## config.mk

```make
export PLATFORM = sky130hd
export DESIGN_NAME = seg_scan_driver
export DESIGN_NICKNAME = d
export VERILOG_FILES = /design/src/rtl/seg_scan_driver_pkg.sv /design/src/rtl/seg_scan_driver_hex_to_seg.sv /design/src/rtl/seg_scan_driver.sv
export SDC_FILE = /design/constraint.sdc
export NUM_CORES = 1
export LEC_CHECK = 0
export ABC_CLOCK_PERIOD_IN_PS = 2300
export CORE_MARGIN = 1.5
export CORE_UTILIZATION = 50
export CTS_CLUSTER_SIZE = 28
export DETAILED_ROUTE_END_ITERATION = 6
export GPL_ROUTABILITY_DRIVEN = 0
export HOLD_SLACK_MARGIN = 0.12
export PLACE_DENSITY_LB_ADDON = 0.15
export SLEW_MARGIN = 40
export SYNTH_ARGS = -nofsm -noshare
export SYNTH_HDL_FRONTEND = slang
export SYNTH_SLANG_ARGS = --single-unit
```

## constraint.sdc

```tcl
create_clock -name clk -period 2.3 [get_ports clk]
set_input_delay 0.345 -clock clk [delete_from_list [all_inputs] [get_ports clk]]
set_output_delay 0.345 -clock clk [all_outputs]
set_load 0.005 [all_outputs]
```

## src/rtl/seg_scan_driver_pkg.sv

```systemverilog
// Shared definitions for the seven-segment scan driver: active-low gfedcba
// segment patterns and the scan FSM state type.
package seg_scan_driver_pkg;

   localparam logic [6:0] SEG_0     = 7'b1000000;
   localparam logic [6:0] SEG_1     = 7'b1111001;
   localparam logic [6:0] SEG_2     = 7'b0100100;
   localparam logic [6:0] SEG_3     = 7'b0110000;
   localparam logic [6:0] SEG_4     = 7'b0011001;
   localparam logic [6:0] SEG_5     = 7'b0010010;
   localparam logic [6:0] SEG_6     = 7'b0000010;
   localparam logic [6:0] SEG_7     = 7'b1111000;
   localparam logic [6:0] SEG_8     = 7'b0000000;
   localparam logic [6:0] SEG_9     = 7'b0010000;
   localparam logic [6:0] SEG_A     = 7'b0001000;
   localparam logic [6:0] SEG_B     = 7'b0000011;
   localparam logic [6:0] SEG_C     = 7'b1000110;
   localparam logic [6:0] SEG_D     = 7'b0100001;
   localparam logic [6:0] SEG_E     = 7'b0000110;
   localparam logic [6:0] SEG_F     = 7'b0001110;
   localparam logic [6:0] SEG_BLANK = 7'b1111111;

   typedef enum logic {
      SHOW,
      GAP
   } state_e;

endpackage

```

## src/rtl/seg_scan_driver_hex_to_seg.sv

```systemverilog
// Combinational hex nibble to active-low {g,f,e,d,c,b,a} segment decoder.
module hex_to_seg
   import seg_scan_driver_pkg::*;
(
   input  logic [3:0] nibble_i,
   output logic [6:0] seg_o
);

   always_comb begin
      seg_o = SEG_BLANK;
      case (nibble_i)
         4'h0: seg_o = SEG_0;
         4'h1: seg_o = SEG_1;
         4'h2: seg_o = SEG_2;
         4'h3: seg_o = SEG_3;
         4'h4: seg_o = SEG_4;
         4'h5: seg_o = SEG_5;
         4'h6: seg_o = SEG_6;
         4'h7: seg_o = SEG_7;
         4'h8: seg_o = SEG_8;
         4'h9: seg_o = SEG_9;
         4'hA: seg_o = SEG_A;
         4'hB: seg_o = SEG_B;
         4'hC: seg_o = SEG_C;
         4'hD: seg_o = SEG_D;
         4'hE: seg_o = SEG_E;
         4'hF: seg_o = SEG_F;
         default: seg_o = SEG_BLANK;
      endcase
   end

endmodule

```

## src/rtl/seg_scan_driver.sv

```systemverilog
// Time-multiplexed seven-segment scan driver with frame-synchronous value updates.
// Optional leading-zero blanking is enabled by defining LEAD_ZERO_BLANK_EN.
module seg_scan_driver
   import seg_scan_driver_pkg::*;
#(
   parameter int unsigned NUM_DIGITS  = 4,
   parameter int unsigned REFRESH_DIV = 50000,
   parameter int unsigned GAP_CYCLES  = 2
) (
   input  logic                    clk,
   input  logic                    rst_n,
   input  logic [4*NUM_DIGITS-1:0] value,
   input  logic                    load,
   input  logic [NUM_DIGITS-1:0]   digit_en,
   output logic [6:0]              seg,
   output logic [NUM_DIGITS-1:0]   an,
   output logic                    frame_done
);

   localparam int unsigned IDX_W   = (NUM_DIGITS > 1) ? $clog2(NUM_DIGITS) : 1;
   localparam int unsigned CNT_MAX = (REFRESH_DIV > GAP_CYCLES) ? REFRESH_DIV : GAP_CYCLES;
   localparam int unsigned CNT_W   = (CNT_MAX > 1) ? $clog2(CNT_MAX) : 1;
   localparam logic [CNT_W-1:0] SHOW_LAST = CNT_W'(REFRESH_DIV - 1);
   localparam logic [CNT_W-1:0] GAP_LAST  = CNT_W'((GAP_CYCLES > 0) ? GAP_CYCLES - 1 : 0);
   localparam logic [IDX_W-1:0] LAST_IDX  = IDX_W'(NUM_DIGITS - 1);

   state_e                  state_q, state_d;
   logic [IDX_W-1:0]        idx_q, idx_d;
   logic [CNT_W-1:0]        cnt_q, cnt_d;
   logic [4*NUM_DIGITS-1:0] pending_q, pending_d;
   logic [4*NUM_DIGITS-1:0] shown_q, shown_d;
   logic                    pend_valid_q, pend_valid_d;
   logic [6:0]              seg_q, seg_d;
   logic [NUM_DIGITS-1:0]   an_q, an_d;
   logic                    frame_done_q, frame_done_d;

   logic       slot_end, wrap;
   logic [3:0] nib;
   logic       en_sel, blank, lit;
   logic [6:0] dec_seg;

   hex_to_seg u_hex_to_seg (
      .nibble_i (nib),
      .seg_o    (dec_seg)
   );

   always_comb begin
      state_d  = state_q;
      cnt_d    = cnt_q + CNT_W'(1);
      idx_d    = idx_q;
      slot_end = 1'b0;
      case (state_q)
         SHOW: if (cnt_q == SHOW_LAST) begin
            cnt_d = '0;
            if (GAP_CYCLES == 0) slot_end = 1'b1;
            else                 state_d  = GAP;
         end
         GAP: if (cnt_q == GAP_LAST) begin
            cnt_d    = '0;
            state_d  = SHOW;
            slot_end = 1'b1;
         end
         default: state_d = SHOW;
      endcase
      wrap = slot_end && (idx_q == LAST_IDX);
      if (slot_end) idx_d = wrap ? '0 : idx_q + IDX_W'(1);
   end

   // A load coinciding with the frame wrap bypasses pending and lands in shown directly.
   always_comb begin
      pending_d    = pending_q;
      pend_valid_d = pend_valid_q;
      shown_d      = shown_q;
      if (load) begin
         pending_d    = value;
         pend_valid_d = 1'b1;
      end
      if (wrap) begin
         pend_valid_d = 1'b0;
         if (load)              shown_d = value;
         else if (pend_valid_q) shown_d = pending_q;
      end
   end

   always_comb begin
      nib    = '0;
      en_sel = 1'b0;
      for (int unsigned i = 0; i < NUM_DIGITS; i++) begin
         if (idx_q == IDX_W'(i)) begin
            nib    = shown_q[4*i +: 4];
            en_sel = digit_en[i];
         end
      end
   end

`ifdef LEAD_ZERO_BLANK_EN
   logic lz_keep;
   always_comb begin
      lz_keep = 1'b0;
      for (int unsigned i = 0; i < NUM_DIGITS; i++) begin
         if ((IDX_W'(i) >= idx_q) && (shown_q[4*i +: 4] != 4'h0)) lz_keep = 1'b1;
      end
      blank = (idx_q != '0) && !lz_keep;
   end
`else
   assign blank = 1'b0;
`endif

   always_comb begin
      lit          = (state_q == SHOW) && en_sel && !blank;
      seg_d        = lit ? dec_seg : SEG_BLANK;
      frame_done_d = wrap;
      an_d         = '1;
      for (int unsigned i = 0; i < NUM_DIGITS; i++) begin
         if (lit && (idx_q == IDX_W'(i))) an_d[i] = 1'b0;
      end
   end

   always_ff @(posedge clk or negedge rst_n) begin
      if (!rst_n) begin
         state_q      <= SHOW;
         idx_q        <= '0;
         cnt_q        <= '0;
         pending_q    <= '0;
         shown_q      <= '0;
         pend_valid_q <= 1'b0;
         seg_q        <= SEG_BLANK;
         an_q         <= '1;
         frame_done_q <= 1'b0;
      end else begin
         state_q      <= state_d;
         idx_q        <= idx_d;
         cnt_q        <= cnt_d;
         pending_q    <= pending_d;
         shown_q      <= shown_d;
         pend_valid_q <= pend_valid_d;
         seg_q        <= seg_d;
         an_q         <= an_d;
         frame_done_q <= frame_done_d;
      end
   end

   assign seg        = seg_q;
   assign an         = an_q;
   assign frame_done = frame_done_q;

endmodule
```

==> Yosys cells after proc, flatten, opt, wreduce, memory -nomap -nowiden <==
Memories as Yosys holds them, arrays and structs flattened.
Cells that the tools add are included.
{ "classes": {"addsub": 2, "n_eq_ne": 5, "muxes": 26, "n_bitwise": 1, "reduce_logical": 10} }
{ "op_table": {"columns": ["cell", "n"], "rows": [
  ["16-bit two-way mux", 4],
  ["16-bit one-hot mux with 2 select lines", 1],
  ["16-bit by 1-bit adder with 16-bit output (second input constant)", 1],
  ["16-bit by 1-bit == test with 1-bit output (second input constant)", 1],
  ["16-bit == test (second input constant)", 1],
  ["4-bit two-way mux", 4],
  ["1-bit two-way mux", 14],
  ["7-bit two-way mux", 1],
  ["1-bit logical AND", 6],
  ["2-bit == test (second input constant)", 2],
  ["2-bit nonzero test", 2],
  ["2-bit by 1-bit adder with 2-bit output (second input constant)", 1],
  ["2-bit by 1-bit == test with 1-bit output (second input constant)", 1],
  ["2-bit logical NOT", 1],
  ["2-bit two-way mux", 1],
  ["1-bit one-hot mux with 2 select lines", 1],
  ["2-bit AND reduction", 1],
  ["1-bit NOT", 1]
]} }
{ "totals": {"ff_bits": 64, "rom_bits": 112, "out_inout_bits": 12, "wordCells": 54, "n_memories": 1} }
{ "mem_list": {"columns": ["name", "depth", "word_bits", "rd", "rd_clocked_by_memory_dff", "wr", "line_no", "text"], "rows": [
  ["(name not given)", 16, 7, 1, 0, 0, "seg_scan_driver_hex_to_seg.sv:11", "case (nibble_i)"]
]} }

==> Depth between registers and ports, before layout <==
{ "depth": {"ltp_word": 8, "ltp_mapped": 11} }

==> By module <==
From an unflattened synthesis, not the netlist that was laid out.
{ "hier_totals": {"cells_unflattened": 248, "area_unflattened_um2": 3046.7} }
{ "modules_own_cells": {"columns": ["module", "n_inst", "cells_each", "area_per_inst_um2"], "rows": [
  ["seg_scan_driver", 1, 217, 2793.9],
  ["hex_to_seg", 1, 31, 252.7]
]} }

==> Worst setup path before layout <==
OpenSTA, ideal clock, no wires.
{ "synth_timing": {"path_type": "reg2reg", "from": "register idx_q[0]", "to": "register seg_q[3] (netlist: seg[3])", "t_arrival_ns": 2.081, "t_required_ns": 2.201, "setup_slack_ns": 0.119, "stages_incl_launch_ff": 10, "path_buffers": 1, "cell_sequence": "dfrtp_1 > ha_1 > buf_4 > nand2b_1 > o221ai_1 > inv_1 > ha_1 > mux2_2 > mux2i_1 > nand2_1"} }
{ "synth_via": {"elab_chain_cells": 7, "word_cells_on_any_way": 15, "classes_between": "3 x eq/ne; 9 x mux; 2 x reduce/logical; 1 x memory"} }
{ "synth_rtl": {"columns": ["element", "line_no", "text"], "rows": [
  ["start: declaration", "seg_scan_driver.sv:28", "logic [IDX_W-1:0] idx_q, idx_d;"],
  ["start signal: assignment", "seg_scan_driver.sv:132", "idx_q <= idx_d;"],
  ["2-bit logical NOT", "seg_scan_driver.sv:89", "if (idx_q == IDX_W'(i)) begin"],
  ["4-bit two-way mux or 1-bit two-way mux (tied branches) (4 in a row)", "seg_scan_driver.sv:89", null],
  ["memory 16 x 7 bit or 1-bit logical AND (tied branches)", null, null],
  ["7-bit two-way mux (*)", "seg_scan_driver.sv:111", "seg_d = lit ? dec_seg : SEG_BLANK;"],
  ["net seg_d[3]", "seg_scan_driver.sv:33", "logic [6:0] seg_q, seg_d;"],
  ["end signal: assignment", "seg_scan_driver.sv:137", "seg_q <= seg_d;"],
  ["end: declaration", "seg_scan_driver.sv:33", null]
]} }
The timed path passes the listed nets; every way through them passes the cells marked *.
A chain may end at the register's enable or synchronous reset.

==> Final worst setup path <==
{ "layout_timing": {"from": "register idx_q[1]", "to": "register seg_q[3] (netlist: seg[3])"} }
The elaborated chain is that of the path after synthesis.

==> insert_results.sql <==
INSERT INTO impl_metrics (metric_group, metric, value, unit) VALUES
('outcome', 'run_status', 'complete, no violations', ''),
('pwr', 'total_leakage_power', '1.68', 'nW'),
('synth', 'synthTopCellsByArea', 'sky130_fd_sc_hd__dfrtp_1 44%, sky130_fd_sc_hd__dfstp_2 9.6%, sky130_fd_sc_hd__mux2_2 9.0%, sky130_fd_sc_hd__ha_1 5.0%, sky130_fd_sc_hd__mux2_4 5.0%', ''),
('timing', 'setup_ws', '182', 'ps'),
('clocking', 'cts_num_sinks', '64', ''),
('synth', 'yosys_register_bits', '64', ''),
('final_layout', 'final_net_count', '332', ''),
('worst_setup_path', 'crit_path_end_kind', 'register', ''),
('min_path', 'min_path_type', 'input port to async pin', ''),
('place', 'numPortBuffers', '34', ''),
('worst_setup_path', 'worstPathCellList', 'inv_1, ha_2, nand3b_1, a311oi_1, buf_4, mux2_2, mux2i_1, nand2_1', ''),
('route', 'drt_drc_violations_left', '0', ''),
('pwr', 'worst_ir_drop_vdd', '470', 'uV'),
('worst_setup_path', 'arrival', '2390', 'ps'),
('floorplan', 'placement_rows', '28', ''),
('pwr', 'total_power', '2.46', 'mW'),
('floorplan', 'die_x', '80.4', 'um'),
('run', 'drv.max_cap_violation_count', '0', ''),
('final_layout', 'layout.cells.most_common', 'sky130_fd_sc_hd__dfrtp_1', ''),
('worst_setup_path', 'crit_path_start_kind', 'register', ''),
('clocking', 'number_of_buffers_inserted_to_repair_setup_after_cts', '0', ''),
('synth', 'post_synth.cell_area_avg', '12.0', 'um2'),
('floorplan', 'die_height', '80.4', 'um'),
('timing', 'timing.setup.tns', '0', 'ps'),
('floorplan', 'floorplan.die_area', '6470', 'um2'),
('worst_setup_path', 'timing.critical_path.slowest_stage_cell', 'sky130_fd_sc_hd__dfrtp_1', ''),
('synth', 'synth-seq-area-share', '53.9', '%'),
('synth', 'postSynth.topFlopCell', 'sky130_fd_sc_hd__dfrtp_1', ''),
('final_layout', 'insertedDiodeCount', '0', ''),
('final_layout', 'drive_gt1_share', '25.8', '%'),
('pwr', 'cellPowerDensity', '656', 'nW/um2'),
('final_layout', 'most-common-layout-cells', '53 x sky130_fd_sc_hd__dfrtp_1, 33 x sky130_fd_sc_hd__clkdlybuf4s50_1, 26 x sky130_fd_sc_hd__nand2_1', ''),
('timing', 'worst-slew-pin-transition', '446', 'ps'),
('final_layout', 'finalNonFillerCells', '377', ''),
('timing', 'final.period_utilization', '92.1', '%'),
('grt', 'antenna_found_initial', '0', ''),
('place', 'hpwlAfterDp', '3840', 'um'),
('timing', 'finalClockSkew', '8.42', 'ps'),
('clocking', 'h-tree-depth', '3', ''),
('floorplan', 'io_pins', '35', ''),
('clocking', 'worstSkewPairLatency', '340', 'ps'),
('synth', 'number_of_library_cell_types_mapped_by_synthesis', '42', ''),
('clocking', 'cts_tree', 'built', ''),
('clocking', 'clkSlewWorstSetupHoldPaths', '70', 'ps'),
('worst_setup_path', 'crit_type', 'register to register', ''),
('timing', 'clock.fmax', '0.472', 'GHz'),
('grt', 'first_pass_grt_wire_length', '9200', 'um'),
('synth', 'synth-edff-count', '0', ''),
('grt', 'remaining_global_route_overflow', '0', ''),
('grt', 'global_route.usage.total', '19.2', '%'),
('clocking', 'ctsRootBufferMaster', 'sky130_fd_sc_hd__clkbuf_8', ''),
('route', 'wl', '5430', 'um'),
('timing', 'timing_max_transition_violations_final', '0', ''),
('grt', 'first_global_vias', '1941', ''),
('place', 'dpl-instance-area', '3480', 'um2'),
('route', 'routed-via-count', '1947', ''),
('final_layout', 'area.growth.synth_to_final', '24.9', '%'),
('floorplan', 'initial_utilization', '51.2', '%'),
('route', 'detail_route.vias_per_cell', '5.16', ''),
('route', 'firstDrtPassIters', '4', ''),
('place', 'pre_cts_slack', '93.8', 'ps'),
('route', 'ant_nets', '0', ''),
('timing', 'final.min_clock_period', '2120', 'ps'),
('floorplan', 'coreArea', '5850', 'um2'),
('worst_setup_path', 'critical-path-max-stage-delay', '380', 'ps'),
('timing', 'relSlewSlack', '70.3', '%'),
('synth', 'post_synth_inst_count', '249', ''),
('synth', 'synth_top_area_share', '44.3', '%'),
('route', 'detail_route.wl_per_cell', '14.4', 'um'),
('clocking', 'num_cts_buffers', '9', ''),
('worst_setup_path', 'timing.critical_path.required', '2570', 'ps');
through the flow:
step                      hold slack (ps)  util (%)
after floorplan                      49.4         -
after global placement                467      59.5
after detailed placement              470      59.5
after CTS                             501      63.6
after global routing                  518      64.0
final                                 496      64.0
metal layers:
layer,part of all wire (%),global-route usage [%]
met1,49,26.3
met2,46,27.9
met3,3.6,6.48
met4,1.5,7.93
met5,0,0
synth_stat cells, types with 2 or more instances:
library cell	count
sky130_fd_sc_hd__and2_1	2
sky130_fd_sc_hd__nor4_1	2
sky130_fd_sc_hd__nor3_1	2
sky130_fd_sc_hd__o211ai_1	2
sky130_fd_sc_hd__o221ai_1	2
sky130_fd_sc_hd__nand3_1	6
sky130_fd_sc_hd__inv_1	8
sky130_fd_sc_hd__dfrtp_1	53
sky130_fd_sc_hd__o21ai_0	4
sky130_fd_sc_hd__nand4_1	4
sky130_fd_sc_hd__nor3b_1	2
sky130_fd_sc_hd__buf_4	2
sky130_fd_sc_hd__nor2_1	21
sky130_fd_sc_hd__nand2b_1	4
sky130_fd_sc_hd__a311oi_1	2
sky130_fd_sc_hd__mux2_2	24
sky130_fd_sc_hd__nor2b_1	2
sky130_fd_sc_hd__xor2_1	5
sky130_fd_sc_hd__a21oi_1	3
sky130_fd_sc_hd__o22ai_1	2
sky130_fd_sc_hd__nand3b_1	5
sky130_fd_sc_hd__nand2_1	26
sky130_fd_sc_hd__mux2i_1	3
sky130_fd_sc_hd__xnor2_1	9
sky130_fd_sc_hd__clkbuf_1	3
sky130_fd_sc_hd__mux2_4	10
sky130_fd_sc_hd__ha_1	12
sky130_fd_sc_hd__dfstp_2	11
sky130_fd_sc_hd__and3_1	4
sky130_fd_sc_hd__buf_2	2
flip-flops by register name, summed over array words and instances (netlist names), 2 cells and up:
register,count
shown_q,16
pending_q,16
cnt_q,16
an,4
idx_q,2
seg,7
where the power goes:
group | leakage (nW) | switching [mW] | internal, mW
registers | 0.800 | 0.00805 | 1.16
logic | 0.768 | 0.0566 | 0.0805
clock network | 0.116 | 0.431 | 0.716
logic make-up (layout without fill, tap and decap cells):
logic type | Yosys count | after routing | synth area share, %
flip-flops | 64 | 64 | 53.9
AO/OA/AOI/OAI | 20 | 20 | 4.59
adder cells (fa/ha/maj) | 12 | 12 | 5.01
buffers and inverters | 16 | 69 | 2.59
multiplexers | 37 | 37 | 15.0
AND/OR/NAND/NOR | 86 | 86 | 14.8
XOR/XNOR | 14 | 14 | 4.09
worst max-delay path: cells and delay by family (launching register included):
kind | cells | cell delay, ps
simple gates | 2 | 250
buf+inv | 2 | 340
fa+ha+maj | 1 | 230
compound gates | 1 | 370
mux | 2 | 470
flops | 1 | 380
timing repair:
item | CTS | global route
hold endpoints to repair | 23 | 0
hold buffers | 1 | 0
resized for setup | 0 | 6
setup endpoints to repair | 0 | 3
worst paths after layout:
kind / endpoint / slack [ps] / startpoint / cells after the start
worst max-delay path: seg[3] / 180 / idx_q[1] / 8
worst min-delay path: pending_q[12] / 500 / rst_n / 2
min in group clk: cnt_q[7] / 500 / cnt_q[7] / 1
max in group asynchronous: shown_q[1] / 1300 / rst_n / 3
worst max register to register: seg[3] / 180 / idx_q[1] / 8
worst min register to register: cnt_q[7] / 500 / cnt_q[7] / 1
layout make-up:
cell class	count	area [um2]
Clock buffer	10	128
Clock inverter	6	108
Fill cell	465	2110
Inverter	8	30.0
Multi-Input combinational cell	169	1320
Sequential cell	64	1620
Tap cell	75	93.8
Timing Repair Buffer	45	448
Power figures use the tool's default switching activity.
